`src/rtl/life_pkg.sv`:
```
`default_nettype none
// life_pkg -- shared command/op/state types and sizing helper for the life array controller.
// Rev 1.0
package life_pkg;

  typedef enum logic [1:0] {
    CMD_IDLE  = 2'd0,
    CMD_WRITE = 2'd1,
    CMD_STEP  = 2'd2,
    CMD_CLEAR = 2'd3
  } cmd_t;

  typedef enum logic [2:0] {
    OP_CLEAR = 3'd0,
    OP_WRITE = 3'd1,
    OP_READ  = 3'd2,
    OP_RUN   = 3'd3,
    OP_SCAN  = 3'd4
  } op_t;

  typedef enum logic [3:0] {
    S_IDLE      = 4'd0,
    S_CLEAR     = 4'd1,
    S_WRITE     = 4'd2,
    S_RD_ADDR   = 4'd3,
    S_RD_WAIT   = 4'd4,
    S_RD_OUT    = 4'd5,
    S_STEP      = 4'd6,
    S_SETTLE    = 4'd7,
    S_SCAN_ADDR = 4'd8,
    S_SCAN_WAIT = 4'd9,
    S_SCAN_OUT  = 4'd10
  } ctrl_state_t;

  // Bits needed to count 0..max_val, never less than one.
  function automatic int cnt_w(input int max_val);
    return (max_val > 1) ? $clog2(max_val + 1) : 1;
  endfunction

endpackage
`default_nettype wire

```
`src/rtl/life_scan_addr.sv`:
```
`default_nettype none
// life_scan_addr -- raster x/y cell counter (x fastest) used while scanning the whole board.
// Rev 1.0
module life_scan_addr
  import life_pkg::*;
#(
  parameter  int ARR_W = 8,
  parameter  int ARR_H = 8,
  localparam int XW    = $clog2(ARR_W),
  localparam int YW    = $clog2(ARR_H)
) (
  input  logic          clk,
  input  logic          rst_n,
  input  logic          i_start,
  input  logic          i_advance,
  output logic [XW-1:0] o_x,
  output logic [YW-1:0] o_y,
  output logic          o_last,
  output logic          o_wrap
);

  logic [XW-1:0] r_x;
  logic [YW-1:0] r_y;
  logic          w_x_end;
  logic          w_y_end;

  assign w_x_end = (r_x == XW'(ARR_W - 1));
  assign w_y_end = (r_y == YW'(ARR_H - 1));

  always_ff @(posedge clk or negedge rst_n) begin
    if (!rst_n) begin
      r_x <= '0;
      r_y <= '0;
    end else if (i_start) begin
      r_x <= '0;
      r_y <= '0;
    end else if (i_advance) begin
      if (w_x_end) begin
        r_x <= '0;
        r_y <= w_y_end ? '0 : r_y + YW'(1);
      end else begin
        r_x <= r_x + XW'(1);
      end
    end
  end

  assign o_x    = r_x;
  assign o_y    = r_y;
  assign o_last = w_x_end && w_y_end;
  assign o_wrap = i_advance && w_x_end && w_y_end;

endmodule
`default_nettype wire

```
`src/rtl/life_ctrl.sv`:
```
`default_nettype none
// life_ctrl -- sequences host clear/write/read/run/scan operations into timed PE-array commands.
// Rev 1.0
module life_ctrl
  import life_pkg::*;
#(
  parameter  int ARR_W    = 8,
  parameter  int ARR_H    = 8,
  parameter  int READ_LAT = 1,
  parameter  int SETTLE   = 2,
  parameter  int GEN_W    = 16,
  localparam int XW       = $clog2(ARR_W),
  localparam int YW       = $clog2(ARR_H)
) (
  input  logic             clk,
  input  logic             rst_n,
  input  logic             i_op_valid,
  output logic             o_op_ready,
  input  logic [2:0]       i_op_code,
  input  logic [XW-1:0]    i_op_x,
  input  logic [YW-1:0]    i_op_y,
  input  logic [GEN_W-1:0] i_op_data,
  input  logic             i_stop,
  output logic             o_rd_valid,
  input  logic             i_rd_ready,
  output logic             o_rd_data,
  output logic             o_rd_last,
  output logic             o_busy,
  output logic [GEN_W-1:0] o_gen_count,
  output logic [1:0]       o_arr_cmd,
  output logic [XW-1:0]    o_arr_adr_x,
  output logic [YW-1:0]    o_arr_adr_y,
  output logic             o_arr_state_in,
  input  logic             i_arr_state_out
);

  localparam int LAT_W = cnt_w(READ_LAT);
  localparam int SET_W = cnt_w(SETTLE);

  ctrl_state_t      r_state;
  logic [XW-1:0]    r_x;
  logic [YW-1:0]    r_y;
  logic             r_bit;
  logic             r_ok;
  logic [GEN_W-1:0] r_rem;
  logic [LAT_W-1:0] r_lat;
  logic [SET_W-1:0] r_set;
  logic [GEN_W-1:0] r_gen;

  logic             w_accept;
  logic             w_in_range;
  logic             w_lat_done;
  logic             w_gen_done;
  logic             w_scan_start;
  logic             w_scan_adv;
  logic             w_scan_last;
  logic             w_scan_wrap;
  logic             w_scan_state;
  logic [XW-1:0]    w_scan_x;
  logic [YW-1:0]    w_scan_y;
  cmd_t             w_cmd;

  assign w_accept     = (r_state == S_IDLE) && i_op_valid;
  assign w_in_range   = (32'(i_op_x) < 32'(ARR_W)) && (32'(i_op_y) < 32'(ARR_H));
  assign w_lat_done   = (r_lat == LAT_W'(READ_LAT - 1));
  assign w_scan_start = w_accept && (i_op_code == OP_SCAN);
  assign w_scan_adv   = (r_state == S_SCAN_OUT) && i_rd_ready;
  assign w_scan_state = (r_state == S_SCAN_ADDR) || (r_state == S_SCAN_WAIT) ||
                        (r_state == S_SCAN_OUT);

  // A generation ends on its last settle cycle, or on the step itself when there is no settling.
  assign w_gen_done = ((r_state == S_STEP) && (SETTLE == 0)) ||
                      ((r_state == S_SETTLE) && (r_set == SET_W'(SETTLE)));

  life_scan_addr #(
    .ARR_W (ARR_W),
    .ARR_H (ARR_H)
  ) u_scan (
    .clk       (clk),
    .rst_n     (rst_n),
    .i_start   (w_scan_start),
    .i_advance (w_scan_adv),
    .o_x       (w_scan_x),
    .o_y       (w_scan_y),
    .o_last    (w_scan_last),
    .o_wrap    (w_scan_wrap)
  );

  always_ff @(posedge clk or negedge rst_n) begin
    if (!rst_n) begin
      r_state <= S_IDLE;
      r_x     <= '0;
      r_y     <= '0;
      r_bit   <= 1'b0;
      r_ok    <= 1'b0;
      r_rem   <= '0;
      r_lat   <= '0;
      r_set   <= '0;
      r_gen   <= '0;
    end else begin
      case (r_state)
        S_IDLE: begin
          if (i_op_valid) begin
            r_x   <= i_op_x;
            r_y   <= i_op_y;
            r_bit <= i_op_data[0];
            r_rem <= i_op_data;
            r_ok  <= w_in_range && ((i_op_code == OP_WRITE) || (i_op_code == OP_READ));
            // RUN of zero and unknown codes borrow the WRITE slot with r_ok clear: one quiet cycle.
            case (i_op_code)
              OP_CLEAR: r_state <= S_CLEAR;
              OP_WRITE: r_state <= S_WRITE;
              OP_READ:  r_state <= S_RD_ADDR;
              OP_RUN:   r_state <= (i_op_data == '0) ? S_WRITE : S_STEP;
              OP_SCAN:  r_state <= S_SCAN_ADDR;
              default:  r_state <= S_WRITE;
            endcase
          end
        end
        S_CLEAR: begin
          r_gen   <= '0;
          r_state <= S_IDLE;
        end
        S_WRITE: r_state <= S_IDLE;
        S_RD_ADDR: begin
          r_lat   <= LAT_W'(1);
          r_state <= (READ_LAT == 1) ? S_RD_OUT : S_RD_WAIT;
        end
        S_RD_WAIT: begin
          if (w_lat_done) r_state <= S_RD_OUT;
          else            r_lat   <= r_lat + LAT_W'(1);
        end
        S_RD_OUT: if (i_rd_ready) r_state <= S_IDLE;
        S_STEP: begin
          if (SETTLE != 0) begin
            r_set   <= SET_W'(1);
            r_state <= S_SETTLE;
          end
        end
        S_SETTLE: if (!w_gen_done) r_set <= r_set + SET_W'(1);
        S_SCAN_ADDR: begin
          r_lat   <= LAT_W'(1);
          r_state <= (READ_LAT == 1) ? S_SCAN_OUT : S_SCAN_WAIT;
        end
        S_SCAN_WAIT: begin
          if (w_lat_done) r_state <= S_SCAN_OUT;
          else            r_lat   <= r_lat + LAT_W'(1);
        end
        S_SCAN_OUT: if (i_rd_ready) r_state <= w_scan_wrap ? S_IDLE : S_SCAN_ADDR;
        default: r_state <= S_IDLE;
      endcase

      if (w_gen_done) begin
        r_gen   <= r_gen + GEN_W'(1);
        r_rem   <= r_rem - GEN_W'(1);
        r_state <= (i_stop || (r_rem == GEN_W'(1))) ? S_IDLE : S_STEP;
      end
    end
  end

  always_comb begin
    w_cmd = CMD_IDLE;
    case (r_state)
      S_CLEAR: w_cmd = CMD_CLEAR;
      S_WRITE: if (r_ok) w_cmd = CMD_WRITE;
      S_STEP:  w_cmd = CMD_STEP;
      default: w_cmd = CMD_IDLE;
    endcase
  end

  assign o_arr_cmd      = w_cmd;
  assign o_arr_adr_x    = w_scan_state ? w_scan_x : r_x;
  assign o_arr_adr_y    = w_scan_state ? w_scan_y : r_y;
  assign o_arr_state_in = (r_state == S_WRITE) && r_ok && r_bit;

  // The address stays applied through the output state, so the array output is stable under stall.
  assign o_rd_valid = (r_state == S_RD_OUT) || (r_state == S_SCAN_OUT);
  assign o_rd_data  = ((r_state == S_RD_OUT) && r_ok && i_arr_state_out) ||
                      ((r_state == S_SCAN_OUT) && i_arr_state_out);
  assign o_rd_last  = (r_state == S_RD_OUT) || ((r_state == S_SCAN_OUT) && w_scan_last);

  assign o_op_ready  = (r_state == S_IDLE);
  assign o_busy      = (r_state != S_IDLE);
  assign o_gen_count = r_gen;

endmodule
`default_nettype wire

```
`config.mk`:
```
export PLATFORM = sky130hd
export DESIGN_NAME = life_ctrl
export DESIGN_NICKNAME = d
export VERILOG_FILES = /design/src/rtl/life_pkg.sv /design/src/rtl/life_scan_addr.sv /design/src/rtl/life_ctrl.sv
export SDC_FILE = /design/constraint.sdc
export NUM_CORES = 1
export LEC_CHECK = 0
export CORE_ASPECT_RATIO = 0.9
export CORE_MARGIN = 5
export CORE_UTILIZATION = 52
export CTS_CLUSTER_SIZE = 14
export DETAILED_ROUTE_END_ITERATION = 8
export MAX_ROUTING_LAYER = met4
export PLACE_DENSITY_LB_ADDON = 0.12
export SLEW_MARGIN = 20
export SYNTH_ARGS = -nofsm -noshare
export SYNTH_HDL_FRONTEND = slang
export SYNTH_HIERARCHICAL = 1
export SYNTH_SLANG_ARGS = --single-unit
```
`constraint.sdc`:
```
create_clock -name clk -period 2.9 [get_ports clk]
set_clock_uncertainty 0.15 [all_clocks]
set_input_delay 0.29 -clock clk [delete_from_list [all_inputs] [get_ports clk]]
set_output_delay 0.29 -clock clk [all_outputs]
set_load 0.01 [all_outputs]
```
==> results of run 1 <==
-- cell families (layout without fill, tap and decap cells) --
logic type	count (synthesis)	count (layout)
adders and majority gates	8	8
AOI/OAI and AO/OA	72	72
buffers and inverters	26	83
muxes	18	18
DFF	53	53
xor gates and xnor gates	2	2
and+or+nand+nor	166	166
-- cell usage in the layout (no fill, tap or decap), drive strengths merged, types with 4 or more instances in the layout --
cell type,n
o21ai,15
mux2i,11
nor4,7
clkbuf,5
clkdlybuf4s50,59
and3,4
ha,8
nor3,13
buf,9
inv,6
nand4,10
and2,5
nor2,32
a221o,6
nand2,55
dfrtp,53
nand2b,6
mux2,7
o211ai,4
nand3,15
a21oi,12
-- what timing repair did --
action,4_1_cts,5_1_grt
endpoints found under the setup margin,0,1
hold endpoints to repair,27,0
gates resized for setup,0,1
hold buffers,1,0
-- metrics by stage --
stage,worst slack (ns),cells,hold slack [ns]
floorplan,0.674,345,-0.156
global placement,0.569,464,0.212
detailed placement,0.447,464,0.220
CTS,0.208,472,0.335
global route,0.0445,472,0.357
finish,0.218,472,0.335
-- how the worst min path moves through the flow --
stage	from	endpoint	slack [ns]	depth (start not counted)
after floorplan	rst_n	o_gen_count[0]	-0.16	0
after global placement	rst_n	r_rem[8]	0.21	1
after detailed placement	rst_n	r_rem[9]	0.22	1
after CTS	r_y[2]	r_y[2]	0.33	2
after global routing	i_op_x[1]	r_x[1]	0.36	3
final	r_y[2]	r_y[2]	0.34	2
-- tightest hold or removal path, stage by stage (launching register included) --
cell and delay [ns]:
dfrtp_1 0.35, nand2_1 0.05, nand2_1 0.06
-- registers in the layout, indices dropped and copies added, names as in the netlist --
name and cells:
r_state 4, r_x 3, r_ok 1, r_rem 16, u_scan/o_y 3, r_lat 1
u_scan/o_x 3, r_y 3, o_gen_count 16, r_bit 1, r_set 2
-- final cells by class --
| class | instances | share of cell area (%) |
|---|---|---|
| multi-input cells | 266 | 43.3 |
| flip-flops and latches | 53 | 34.3 |
| repair buffers | 69 | 17.2 |
| well taps | 70 | 2.26 |
| clock buffers | 5 | 1.78 |
| inverters | 7 | 0.712 |
| clock inverters | 2 | 0.420 |
-- layer usage --
metal	global-route usage (%)	vias up
li1	-	1387
met1	30.2	1371
met2	35.1	77
met3	4.42	5
met4	3.37	0
met5	-	-
-- power by group through the flow --
stage	clock (mW)	sequential [mW]	combinational, mW
6_report	0.416	1.25	1.29
4_1_cts	0.426	1.24	1.31
3_5_place_dp	0	1.25	1.30
2_1_floorplan	0	1.11	0.996
5_1_grt	0.455	1.29	1.45
3_3_place_gp	0	1.24	1.26
==> flow_summary_export.csv, run 1 <==
group,metric,value,unit
synth,yosys.area.top_type,"dfrtp_1",
placed_design,dpl_cell_area,3770,um^2
detailed_routing,top_layer,"met4",
synth,netlist_area,3140,um^2
power,power_leakage,1.68,nW
synth,async_flop_share,100,%
clock_network,cts_buffers,5,
setup_path,crit_path_cell_trace,"nand2b_1 > a21o_1 > mux2_2 > clkdlybuf4s50_1",
floorplan,coreArea,5790,um^2
setup_path,path_buf_inv,1,
power,p_per_area,765,nW/um^2
setup_path,crit_family,"flip-flops",
detailed_routing,wire_per_inst,16.9,um
synth,yosys_warnings,6,
synth,synthSimpleGateAreaFrac,26.8,%
synth,yosysSeqAreaShare,42.2,%
setup_path,crit_type,"reg -> out",
synth,synth_top_family_by_area,"simple AND/OR/NAND/NOR gates",
layout,seq_area,1330,um^2
setup_path,slowest_stage,"dfrtp_1",
detailed_routing,drc_errors,0,
global_routing,grt_max_degree,30,
detailed_routing,wl_met1,3770,um
setup_path,cp_num_cells,4,
clock_network,cts_tree,"yes",
detailed_routing,wl_met3,372,um
global_routing,antenna_found_initial,0,
synth,synthCells,345,
floorplan,rows,26,
floorplan,die_w,92.0,um
setup_path,crit_start,"r_state[3]",
synth,synth.top_cells.by_count,"nand2_1 (55), dfrtp_1 (53), nor2_1 (32)",
setup_path,arrival,2.24,ns
detailed_routing,antenna_left,0,
detailed_routing,drt-pass1-iter-count,4,
power,combPwrFrac,43.7,%
run_status,status,"complete, no violations",
run,cap_violations,0,
detailed_routing,drt_iter0_drc,145,
setup_path,timing.rr.end,"u_scan/o_x[2]",
synth,synthMuxAreaShare,6.01,%
min_path,min_path_type,"reg -> reg",
layout,diodes,0,
synth,synth_compound_area_share,16.8,%
global_routing,gr-total-overflow,0,
synth,yosys.cell_count.top_type,"nand2_1",
synth,avgSynthCellArea,9.11,um^2
layout,fin_nets,441,
floorplan,die_h,83.8,um
placed_design,hpwl,5800,um
setup_path,cp-end-kind,"output port",
sta,report.final.slew_viol_count,0,
synth,yosys.area_share.adder,3.18,%
global_routing,grt_usage,22.2,%
floorplan,design.die.area,7700,um^2
layout,design_area,3870,um^2
power,vdd_ir_drop_max,0.000358,V
layout,drive_above_1_share,9.20,%
setup_path,endpoint,"o_arr_adr_x[2]",
power,power.sequential.fraction,42.3,%
layout,area_growth,23.1,%
power,finalPower,2.96,mW
sta,setup_viol,0,
sta,post-route-min-period,2.68,ns
sta,rsz0062_at_grt,"no",
power,pwr-share-clk,14.0,%
layout,multi_input_area,1680,um^2
clock_network,cts_max_level,2,
setup_path,max_stage_delay,0.64,ns
power,p_switching,1.18,mW
synth,synth_xor_area_share,0.557,%
setup_path,reg2reg_from,"r_state[0]",
global_routing,grt_pass1_vias,2825,
detailed_routing,wl_met2,3820,um
synth,synth_edf_count,0,
synth,synth_area_leaders,"dfrtp_1 (42%), nand2_1 (6.6%), nor2_1 (3.8%)",
layout,postLayoutCoreUtil,66.8,%
sta,worst_pin_slew,0.674,ns
power,p_int,1.78,mW
synth,synth_top_area_share,42.2,%
sta,hold_viol_final,0,
sta,setup_tns,0,ns
synth,ys.flop_type,"dfrtp_1",
clock_network,clk_path_buf_depth,2,
placed_design,place_congestion,0.907,
setup_path,cp_max_fo,14,
floorplan,start_util,54.3,%
floorplan,ios,61,
clock_network,cts_setup_buffers,0,
global_routing,grt_pass1_wl,13800,um
synth,synth_cell_type_count,60,
clock_network,clk_latency,0.31,ns
detailed_routing,routed_wl,8000,um
clock_network,cts.reportedPaths.clkPinSlew,0.10,ns
synth,syn_nets,384,
sta,relSlewSlack,55.1,%
setup_path,startpoint_type,"flip-flop",
clock_network,cts.sinks,53,
detailed_routing,vias,2840,
sta,min_period_over_period,92.5,%
layout,num-fill-cells,494,
placed_design,port-buffer-count,60,
setup_path,cp.required,2.46,ns
clock_network,cts_root_buf,"clkbuf_8",
setup_path,rrSetupSlack,0.44,ns
detailed_routing,drt-vias-per-instance,6.02,
power,sw_frac_of_total,39.8,%
sta,fmax,373,MHz
synth,synth-seq-cells,53,
setup_path,reg2reg_depth,5,
No activity file was read; power rests on OpenSTA's default activity.
==> run 2: changes to the inputs <==
--- a/config.mk
+++ b/config.mk
@@ -14,2 +14,3 @@
 export PLACE_DENSITY_LB_ADDON = 0.12
+export SKIP_CTS_REPAIR_TIMING = 1
 export SLEW_MARGIN = 20
==> constraint.sdc (replaced) <==
create_clock -name clk -period 2.9 [get_ports clk]
set_clock_uncertainty 0.15 [all_clocks]
set_input_delay 0.435 -clock clk [delete_from_list [all_inputs] [get_ports clk]]
set_output_delay 0.435 -clock clk [all_outputs]
set_load 0.01 [all_outputs]
==> run 2 against run 1 <==
Effect of this change:
- clock power increased by 1%
- routed wire length fell by 3.4%
- worst setup slack worse by 0.11 ns
- critical path type unchanged
- largest power group unchanged
- critical endpoint unchanged
- highest routed layer unchanged
- largest cell class unchanged
- critical path depth unchanged
==> flow_summary_export.csv, run 2 (same netlist as run 1, synthesis figures left out) <==
group,metric,value,unit
sta,setup_viol,0,
setup_path,arrival,2.21,ns
clock_network,cts.reportedPaths.clkPinSlew,0.10,ns
placed_design,hpwl,5650,um
power,combPwrFrac,44.0,%
clock_network,cts_tree,"yes",
global_routing,grt_pass1_vias,2869,
setup_path,cp.required,2.32,ns
sta,worst_pin_slew,0.692,ns
floorplan,start_util,54.3,%
power,finalPower,2.96,mW
detailed_routing,drt-pass1-iter-count,4,
global_routing,antenna_found_initial,0,
layout,diodes,0,
clock_network,cts_root_buf,"clkbuf_8",
setup_path,crit_type,"reg -> out",
detailed_routing,drt-vias-per-instance,5.97,
layout,layout_commonest_cell,"clkdlybuf4s50_1",
detailed_routing,routed_wl,7730,um
detailed_routing,vias,2820,
power,p_switching,1.17,mW
sta,post-route-min-period,2.79,ns
global_routing,grt_usage,21.2,%
floorplan,coreArea,5790,um^2
layout,fin_nets,440,
layout,drive_above_1_share,9.45,%
floorplan,die_w,92.0,um
detailed_routing,drt_iter0_drc,112,
global_routing,grt_max_degree,54,
detailed_routing,antenna_left,0,
layout,area_growth,22.9,%
sta,fmax,358,MHz
power,sw_frac_of_total,39.4,%
setup_path,cp-end-kind,"output port",
sta,rsz0062_at_grt,"no",
power,p_int,1.80,mW
setup_path,cp_max_fo,14,
clock_network,cts.sinks,53,
clock_network,clk_path_buf_depth,2,
run,cap_violations,0,
layout,postLayoutCoreUtil,66.7,%
placed_design,dpl_cell_area,3770,um^2
power,vdd_ir_drop_max,0.000474,V
min_path,min_path_type,"in -> async",
floorplan,ios,61,
sta,hold_viol_final,0,
power,p_per_area,768,nW/um^2
sta,report.final.slew_viol_count,0,
detailed_routing,wire_per_inst,16.4,um
clock_network,cts_buffers,5,
power,pwr-share-clk,14.2,%
placed_design,port-buffer-count,60,
clock_network,cts_max_level,2,
layout,seq_area,1330,um^2
power,power_leakage,1.68,nW
floorplan,rows,26,
sta,setup_tns,0,ns
layout,num-fill-cells,504,
power,power.sequential.fraction,41.8,%
setup_path,reg2reg_depth,5,
floorplan,die_h,83.8,um
sta,relSlewSlack,53.6,%
global_routing,gr-total-overflow,0,
layout,design_area,3860,um^2
layout,multi_input_area,1680,um^2
placed_design,place_congestion,0.877,
setup_path,startpoint_type,"flip-flop",
global_routing,grt_pass1_wl,13000,um
run_status,status,"complete, no violations",
clock_network,clk_latency,0.31,ns
floorplan,design.die.area,7700,um^2
detailed_routing,drc_errors,0,
layout,final_cell_mix,"clkdlybuf4s50_1 (59), nand2_1 (55), dfrtp_1 (51)",
sta,min_period_over_period,96.3,%
sta,timing.hold.ws,0.0763,ns
run 2: cell count changes in the layout (fill, tap and decap cells not counted):
cell | before | now
clkbuf_1 | 0 | 1
clkinv_2 | 1 | 2
clkinv_4 | 1 | 0
clkinvlp_4 | 1 | 0
dfrtp_1 | 52 | 51
dfrtp_2 | 1 | 2
dlygate4sd3_1 | 1 | 0
inv_6 | 0 | 1
run 2: per-layer routing:
| layer | vias up | global-route usage [%] | routed length (um) |
|---|---|---|---|
| li1 | 1386 | - | - |
| met1 | 1343 | 27.4 | 3590 |
| met2 | 75 | 33.4 | 3630 |
| met3 | 16 | 3.79 | 341 |
| met4 | 0 | 7.83 | 156 |
| met5 | - | - | 0 |
run 2: path summary, 6_finish.rpt:
check / start / end / slack, ns
max reg2reg: r_state[0] / u_scan/o_x[2] / 0.47
min: rst_n / r_rem[7] / 0.08
max in group asynchronous: rst_n / r_state[1] / 2.03
min reg2reg: o_gen_count[15] / o_gen_count[15] / 0.33
max: r_state[3] / o_arr_adr_x[2] / 0.11
min in group clk: o_gen_count[15] / o_gen_count[15] / 0.33
run 2: through the flow:
step,cells,setup WS (ns)
detailed placement,464,0.392
global route,472,0.0261
finish,472,0.108
global placement,464,0.441
floorplan,345,0.674
CTS,472,0.0860
run 2: critical path, stage by stage, from the launching register on:
cell	delay (ns)
dfrtp_1	0.54
nand2b_1	0.23
a21o_1	0.28
mux2_2	0.37
clkdlybuf4s50_1	0.48
run 2: cell type report:
type	instances	share of cell area, %
Clock buffer	6	1.88
Clock inverter	2	0.356
Timing Repair Buffer	68	17.0
Multi-Input combinational cell	266	43.4
Inverter	7	0.713
Sequential cell	53	34.4
Tap cell	70	2.27
run 2: power groups by stage:
| stage | Combinational, mW | Sequential (mW) | Clock, mW |
|---|---|---|---|
| after global placement | 1.27 | 1.23 | 0 |
| after CTS | 1.31 | 1.23 | 0.433 |
| final | 1.30 | 1.24 | 0.422 |
| after detailed placement | 1.30 | 1.24 | 0 |
| after global routing | 1.45 | 1.28 | 0.463 |
| after floorplan | 0.996 | 1.11 | 0 |
==> run 3: changes to the inputs <==
Settings changed: CORE_MARGIN 5 to 1.5.
==> run 3 against run 2 <==
Effect of this change:
- the flow now finishes with violations (design-rule violations)
- worst setup slack improved by 0.022 ns
- via count increased by 2.0%
- sequential share of layout area decreased by 0.28 points
- global-route usage increased by 3.7 points
- critical path depth unchanged
- critical path type unchanged
- largest power group unchanged
==> flow_summary_export.csv, run 3 (same netlist as run 1, synthesis figures left out) <==
group,metric,value,unit
global_routing,grt_usage,24.9,%
clock_network,cts_root_buf,"clkbuf_8",
sta,worst_pin_slew,0.722,ns
sta,setup_viol,0,
layout,multi_input_area,1680,um^2
detailed_routing,drt_iter0_drc,155,
power,p_per_area,765,nW/um^2
clock_network,cts_max_level,2,
layout,area_growth,23.8,%
clock_network,cts.reportedPaths.clkPinSlew,0.09,ns
setup_path,cp_max_fo,14,
sta,timing.hold.ws,0.0237,ns
floorplan,start_util,54.6,%
setup_path,max_stage_delay,0.53,ns
clock_network,cts_buffers,5,
run,cap_violations,0,
power,vdd_ir_drop_max,0.000428,V
clock_network,clk_path_buf_depth,2,
sta,rsz0062_at_grt,"no",
floorplan,die_w,85.0,um
sta,setup_tns,0,ns
clock_network,cts.sinks,53,
placed_design,hpwl,5520,um
sta,relSlewSlack,51.9,%
setup_path,crit_type,"reg -> out",
setup_path,reg2reg_depth,5,
global_routing,antenna_found_initial,0,
layout,diodes,0,
min_path,min_path_type,"in -> async",
setup_path,cp.required,2.32,ns
run_status,violations,"design-rule violations",
placed_design,port-buffer-count,60,
global_routing,grt_pass1_wl,12900,um
setup_path,slowest_stage,"dfrtp_1",
setup_path,arrival,2.19,ns
floorplan,rows,26,
run_status,status,"finished with violations",
detailed_routing,routed_wl,7580,um
detailed_routing,drt-pass1-iter-count,7,
floorplan,design.die.area,6520,um^2
sta,hold_viol_final,0,
detailed_routing,antenna_left,0,
global_routing,gr-total-overflow,0,
setup_path,crit_family,"flip-flops",
clock_network,clk_latency,0.31,ns
layout,fin_nets,442,
power,power_leakage,1.69,nW
floorplan,coreArea,5760,um^2
global_routing,grt_max_degree,31,
sta,post-route-min-period,2.77,ns
placed_design,dp_slack,0.390,ns
layout,layout_commonest_cell,"clkdlybuf4s50_1",
layout,drive_above_1_share,9.93,%
setup_path,cp-end-kind,"output port",
layout,final_cell_mix,"clkdlybuf4s50_1 (59), nand2_1 (55), dfrtp_1 (51)",
detailed_routing,wire_per_inst,16.0,um
placed_design,place_congestion,0.853,
detailed_routing,vias,2876,
detailed_routing,drc_errors,4,
clock_network,cts_tree,"yes",
floorplan,ios,61,
global_routing,grt_pass1_vias,2696,
setup_path,crit_path_cell_trace,"nand2b_1 > a21o_1 > mux2_2 > clkdlybuf4s50_1",
sta,fmax,361,MHz
sta,min_period_over_period,95.5,%
layout,seq_area,1330,um^2
layout,num-fill-cells,503,
detailed_routing,drt-vias-per-instance,6.08,
sta,report.final.slew_viol_count,0,
setup_path,cp_num_cells,4,
sta,fin_ws,0.130,ns
setup_path,path_buf_inv,1,
floorplan,die_h,76.8,um
setup_path,startpoint_type,"flip-flop",
## run 3: changes by cell type in the layout (fill, tap and decap cells not counted)
| cell | delta |
|---|---|
| buf_12 | +1 |
| buf_4 | +1 |
| clkbuf_1 | -1 |
| clkbuf_8 | +1 |
| clkinv_2 | -1 |
| clkinvlp_4 | +1 |
| inv_6 | -1 |
## run 3: report_power, final
part           leakage (nW)  switching, mW  total (mW)  internal, mW
Sequential            0.680          0.270        1.23         0.960
Clock                0.0433          0.245       0.435         0.189
Combinational         0.964          0.642        1.31         0.670
Total                  1.69           1.16        2.98          1.82
## run 3: path summary, 6_finish.rpt
path / to / slack (ns) / from
setup reg to reg: u_scan/o_x[2] / 0.52 / r_state[0]
hold / removal: r_rem[6] / 0.02 / rst_n
max in group asynchronous: r_state[2] / 1.98 / rst_n
hold reg to reg: r_x[1] / 0.34 / r_x[1]
min in group clk: r_x[1] / 0.34 / r_x[1]
setup / recovery: o_arr_adr_y[2] / 0.13 / r_state[3]
## run 3: layout make-up
class | count | area share [%]
Sequential cell | 53 | 34.1
Timing Repair Buffer | 70 | 17.6
Multi-Input combinational cell | 266 | 43.0
Clock inverter | 1 | 0.193
Clock buffer | 6 | 2.12
Inverter | 7 | 0.707
Tap cell | 70 | 2.25
## run 3: routing by layer
metal	wire (um)	track usage [%]
met5	0	-
met4	129	8.85
met3	330	3.01
met2	3490	38.0
met1	3630	34.3
## run 3: through the flow
| step | power, mW | util [%] | instance area [um^2] | instances |
|---|---|---|---|---|
| 5_1_grt | 3.21 | 67.6 | 3890 | 473 |
| 3_3_place_gp | 2.51 | 66.0 | 3800 | 466 |
| 3_5_place_dp | 2.55 | 66.0 | 3800 | 466 |
| 6_report | 2.98 | 67.6 | 3890 | 473 |
| 4_1_cts | 2.99 | 67.6 | 3890 | 473 |
| 2_1_floorplan | 2.11 | - | 3140 | 345 |
